**src/rtl/sar_sequencer.sv**
```systemverilog
// sar_sequencer: control sequencer for an 8-bit successive-approximation ADC.
// Samples for SAMPLE_CYC cycles, then resolves one bit per comparator decision
// (MSB first), publishes the result with a one-cycle VALID pulse and aborts
// with a one-cycle ERR pulse if the comparator goes silent for TIMEOUT_CYC
// cycles.
//
// Ports
//   clk    in   system clock, rising edge
//   rst    in   synchronous active-high reset
//   start  in   conversion request, level-sampled
//   rdy    in   comparator done strobe (asynchronous)
//   comp   in   comparator decision (asynchronous, stable while rdy high)
//   cks    out  0 = sample, 1 = convert
//   dac    out  trial code for the capacitive DAC
//   step   out  thermometer count of completed decisions
//   dout   out  last valid conversion result
//   valid  out  one-cycle pulse when dout updates
//   busy   out  high in SAMPLE, CONVERT and DONE
//   err    out  one-cycle pulse on watchdog abort
module sar_sequencer #(
  parameter int unsigned SAMPLE_CYC  = 4,
  parameter int unsigned TIMEOUT_CYC = 64
) (
  input  logic       clk,
  input  logic       rst,
  input  logic       start,
  input  logic       rdy,
  input  logic       comp,
  output logic       cks,
  output logic [7:0] dac,
  output logic [7:0] step,
  output logic [7:0] dout,
  output logic       valid,
  output logic       busy,
  output logic       err
);

  localparam int unsigned CNT_W = 8;
  localparam int unsigned IDX_W = 3;

  localparam logic [CNT_W-1:0] SAMPLE_LOAD = CNT_W'(SAMPLE_CYC);
  localparam logic [CNT_W-1:0] WDOG_LAST   = CNT_W'(TIMEOUT_CYC - 1);

  typedef enum logic [1:0] {
    IDLE    = 2'd0,
    SAMPLE  = 2'd1,
    CONVERT = 2'd2,
    DONE    = 2'd3
  } state_t;

  state_t             state;
  logic               rdy_s1, rdy_s2, rdy_d;
  logic               comp_s1, comp_s2;
  logic [CNT_W-1:0]   smp_cnt;
  logic [CNT_W-1:0]   wdog;
  logic [IDX_W-1:0]   bit_idx;
  logic               dec_evt;
  logic [7:0]         dac_dec;

  // Two-flop synchronizers; rdy_d holds the previous synchronized rdy for edge detection
  always_ff @(posedge clk) begin
    if (rst) begin
      rdy_s1  <= 1'b0;
      rdy_s2  <= 1'b0;
      rdy_d   <= 1'b0;
      comp_s1 <= 1'b0;
      comp_s2 <= 1'b0;
    end else begin
      rdy_s1  <= rdy;
      rdy_s2  <= rdy_s1;
      rdy_d   <= rdy_s2;
      comp_s1 <= comp;
      comp_s2 <= comp_s1;
    end
  end

  assign dec_evt = rdy_s2 & ~rdy_d;

  // Trial code after applying the current decision: resolve bit_idx, arm the next lower bit
  always_comb begin
    dac_dec          = dac;
    dac_dec[bit_idx] = comp_s2;
    if (bit_idx != IDX_W'(0)) begin
      dac_dec[bit_idx - IDX_W'(1)] = 1'b1;
    end
  end

  // Sequencer state and registered outputs
  always_ff @(posedge clk) begin
    if (rst) begin
      state   <= IDLE;
      smp_cnt <= '0;
      wdog    <= '0;
      bit_idx <= '0;
      cks     <= 1'b0;
      dac     <= 8'h00;
      step    <= 8'h00;
      dout    <= 8'h00;
      valid   <= 1'b0;
      busy    <= 1'b0;
      err     <= 1'b0;
    end else begin
      valid <= 1'b0;
      err   <= 1'b0;
      case (state)
        IDLE: begin
          cks <= 1'b0;
          if (start) begin
            state   <= SAMPLE;
            smp_cnt <= SAMPLE_LOAD;
            dac     <= 8'h80;
            step    <= 8'h00;
            busy    <= 1'b1;
          end
        end

        SAMPLE: begin
          // Leaving on the last of SAMPLE_CYC sample cycles
          if (smp_cnt <= CNT_W'(1)) begin
            state   <= CONVERT;
            cks     <= 1'b1;
            wdog    <= '0;
            bit_idx <= IDX_W'(7);
          end else begin
            smp_cnt <= smp_cnt - CNT_W'(1);
          end
        end

        CONVERT: begin
          // A decision wins over a coincident watchdog expiry
          if (dec_evt) begin
            dac  <= dac_dec;
            step <= {step[6:0], 1'b1};
            wdog <= '0;
            if (bit_idx == IDX_W'(0)) begin
              state <= DONE;
              cks   <= 1'b0;
              dout  <= dac_dec;
              valid <= 1'b1;
            end else begin
              bit_idx <= bit_idx - IDX_W'(1);
            end
          end else if (wdog >= WDOG_LAST) begin
            state <= IDLE;
            cks   <= 1'b0;
            busy  <= 1'b0;
            err   <= 1'b1;
            wdog  <= '0;
          end else begin
            wdog <= wdog + CNT_W'(1);
          end
        end

        DONE: begin
          cks <= 1'b0;
          if (start) begin
            state   <= SAMPLE;
            smp_cnt <= SAMPLE_LOAD;
            dac     <= 8'h80;
            step    <= 8'h00;
          end else begin
            state <= IDLE;
            busy  <= 1'b0;
          end
        end

        default: begin
          state <= IDLE;
          cks   <= 1'b0;
          busy  <= 1'b0;
        end
      endcase
    end
  end

endmodule

```
**config.mk**
```make
export PLATFORM = sky130hd
export DESIGN_NAME = sar_sequencer
export DESIGN_NICKNAME = d
export VERILOG_FILES = /design/src/rtl/sar_sequencer.sv
export SDC_FILE = /design/constraint.sdc
export NUM_CORES = 1
export LEC_CHECK = 0
export BUFFER_PORTS_ARGS = -buffer_cell sky130_fd_sc_hd__buf_2
export CORE_UTILIZATION = 35
export CTS_CLUSTER_DIAMETER = 60
export DETAILED_ROUTE_END_ITERATION = 10
export GPL_TIMING_DRIVEN = 1
export PLACE_DENSITY = 0.56
export SYNTH_ARGS = -nofsm -noshare
export SYNTH_HDL_FRONTEND = slang
export SYNTH_SLANG_ARGS = --single-unit
```
**constraint.sdc**
```tcl
create_clock -name clk -period 2.01 [get_ports clk]
set_input_delay 0.3015 -clock clk [delete_from_list [all_inputs] [get_ports clk]]
set_output_delay 0.3015 -clock clk [all_outputs]
set_load 0.02 [all_outputs]
```
==> impl_metrics.py <==
metrics = {
    "timing": {
        "rsz0062_at_grt": "no",
        "slew_violations": 0,
        "finalSetupTns_ns": 0,
        "setup_viol": 0,
        "hold_viol": 0,
        "worstMarginPinSlew_ns": 0.434,
        "fmaxAchievable_ghz": 0.542,
        "period_needed_ns": 1.85,
        "whs_ns": 0.189,
        "fin_worst_skew_ns": 0.00565,
        "relSlewSlack_pct": 71.1,
        "period_share_pct": 91.9,
    },
    "synth": {
        "synthCells": 301,
        "synth_area_leader_cell": "dfxtp_1",
        "seq_area_frac_synth_pct": 41.9,
        "synth_seq_cells": 54,
        "yosysWarningCount": 0,
        "synth_top_family_by_area": "simple AND/OR/NAND/NOR gates",
        "synthTopCellsByArea": "dfxtp_1 (42%), nor2_1 (6.4%), ha_1 (4.4%)",
        "syn_avg_cell_area_um2": 8.56,
        "syn_nets": 315,
        "synth-simple-area-share_pct": 23.0,
        "async_flop_share_pct": 0,
        "synth-compound-area-share_pct": 22.0,
        "synth_edf_count": 0,
        "synth.area.mux_share_pct": 1.94,
        "synthDistinctLibCells": 54,
        "synth_flop_cell": "dfxtp_1",
        "netlist_area_mm2": 0.00258,
        "synthXorXnorAreaFrac_pct": 2.04,
        "synth_fa_ha_area_share_pct": 4.37,
        "synth_top_area_share_pct": 41.9,
    },
    "placement": {
        "io_buffers": 32,
        "dp.cells": 436,
        "hpwl_um": 4100,
        "gp_congestion": 0.785,
    },
    "setup_path": {
        "arrival_ns": 2.06,
        "r2r_cells": 5,
        "cp_max_fo": 5,
        "critPathLaunchType": "register",
        "worstSetupPathType": "reg -> reg",
        "reg2reg_from": "smp_cnt[2]",
        "worst-r2r-setup-slack_ns": 0.16,
        "end_kind": "register",
        "worstPathRequired_ns": 2.23,
        "r2r-end": "state[1]",
    },
    "pwr": {
        "internal_power_w": 0.00251,
        "vdd_drop_max_mv": 0.949,
        "power.leakage_nw": 1.27,
        "combPwrFrac_pct": 52.8,
        "switching_share_pct": 43.2,
        "seq_power_share_pct": 32.2,
        "power_density_mw_per_mm2": 1440,
        "p_switching_w": 0.00191,
        "clockPowerShare_pct": 15.0,
    },
    "worst_hold_path": {
        "min_from": "rdy",
        "worstHoldPathType": "in -> reg",
        "holdPathStages": 2,
        "hold_end": "rdy_s1",
    },
    "global_route": {
        "grt_pass1_vias": 2021,
        "grt_pass1_wl_um": 9580,
        "grt_usage_pct": 16.0,
        "antenna_found_initial": 0,
        "grt_max_degree": 33,
        "globalRouteOverflowTotal": 0,
    },
    "clock_tree": {
        "h-tree-depth": 2,
        "clock_latency_ns": 0.32,
        "ctsLongestPathBuffers": 2,
        "cts.hold.buffers_added": 0,
        "clock-sinks": 54,
        "cts_buffers": 5,
        "cts_tree": "yes",
        "root_buffer": "clkbuf_8",
        "cts_resized": 0,
        "path_clk_slew_ns": 0.11,
        "postCtsSetupRepairBufs": 0,
    },
    "finish": {
        "nets": 361,
        "fin_cells": 444,
        "layout_commonest_cell": "dfxtp_1",
        "syn_to_final_growth_pct": 19.0,
        "drive_gt1_share_pct": 21.3,
        "num_antenna_cells": 0,
        "final_cell_mix": "dfxtp_1 (54), nor2_1 (44), buf_2 (32), nand2_1 (21), buf_4 (21)",
        "final_core_util_pct": 44.2,
    },
    "routing": {
        "drt_iter0_drc": 69,
        "wire_per_inst_um": 12.9,
        "final_antenna_net_count": 0,
        "dr.pass1.iters": 4,
        "dr_total_vias": 2244,
        "routed_wl_um": 5730,
        "viasPerCell": 5.05,
        "drcViolationCount": 0,
    },
    "job": {
        "maxCapViolCount": 0,
    },
    "die": {
        "core_area_mm2": 0.00694,
        "die-area_mm2": 0.00771,
        "start_util_pct": 37.1,
        "die_w_um": 87.8,
        "die_height_um": 87.8,
        "pin_count": 33,
        "rows": 30,
    },
    "status": {
        "status": "finished, final reports clean",
    },
}
==> power by group through the flow <==
stage / clock network (W) / logic [W] / registers [W]
global placement: 0 / 0.00230 / 0.00145
floorplan: 0 / 0.00157 / 0.00148
finish: 0.000664 / 0.00234 / 0.00142
detailed placement: 0 / 0.00231 / 0.00145
global route: 0.000744 / 0.00260 / 0.00146
CTS: 0.000690 / 0.00233 / 0.00142
==> area by class of cell <==
class,count,area (µm²)
fill,712,3880
sequential,54,1080
clock inverter,3,28.8
clock buffer,5,68.8
tap,96,120
timing repair buffer,53,318
multi-input combinational,215,1380
inverter,18,67.6
==> synth_stat cells (all sizes together), types with 2 or more instances <==
cell,instances
ha,9
a41o,2
nand2b,8
buf,2
nand3b,5
nand3,9
nand2,22
nor2,44
dfxtp,54
or4,2
nor3b,2
o21ai,13
mux2i,5
a21oi,18
a32oi,2
xnor2,2
a21o,2
xor2,4
nor4,2
inv,18
a22oi,12
o311ai,3
a211oi,3
nor3,5
o31ai,5
clkbuf,12
nand4,2
and2,4
nor2b,9
and3,3
==> critical path, stage by stage, from the launching register on <==
cell	delay, ns
dfxtp_1	0.36
or4_4	0.59
o31ai_4	0.28
and2_1	0.20
a311oi_1	0.10
a41o_1	0.21
==> metal layers <==
layer	up-vias	part of all wire [%]	global-route usage [%]
met4	0	0.79	4.02
met5	-	0	0
met2	41	46	25.4
met3	5	4.0	3.30
met1	1041	49	22.0
li1	1157	-	-
==> logic make-up after synthesis <==
kind of cell               after synthesis
DFF                                     54
xor gates and xnor gates                 6
and+or+nand+nor                        120
AOI/OAI and AO/OA                       75
buffers and inverters                   32
muxes                                    5
adders and majority gates                9
==> sequential cells by signal (all words and copies together), names as in the netlist, 2 cells and up <==
signal / cells
bit_idx: 3
smp_cnt: 8
state: 2
step: 8
dout: 8
dac: 8
wdog: 8
==> through the flow <==
stage | instance area (µm²) | setup slack [ns] | total power, W
final | 3070 | 0.164 | 0.00442
after global routing | 3070 | 0.00107 | 0.00480
after CTS | 3060 | 0.0600 | 0.00444
after detailed placement | 2960 | 0.0905 | 0.00376
after global placement | 2960 | 0.136 | 0.00375
after floorplan | 2580 | 0.0479 | 0.00305
==> worst max path at each step <==
stage	depth (start not counted)	end	startpoint	slack, ns
after global placement	7	state[1]	smp_cnt[0]	0.14
final	5	state[1]	smp_cnt[2]	0.16
after detailed placement	7	state[1]	smp_cnt[0]	0.09
after floorplan	8	dac[7]	bit_idx[0]	0.05
after CTS	7	state[1]	smp_cnt[0]	0.06
after global routing	6	wdog[2]	state[0]	0.001
Power figures use the tool's default switching activity.
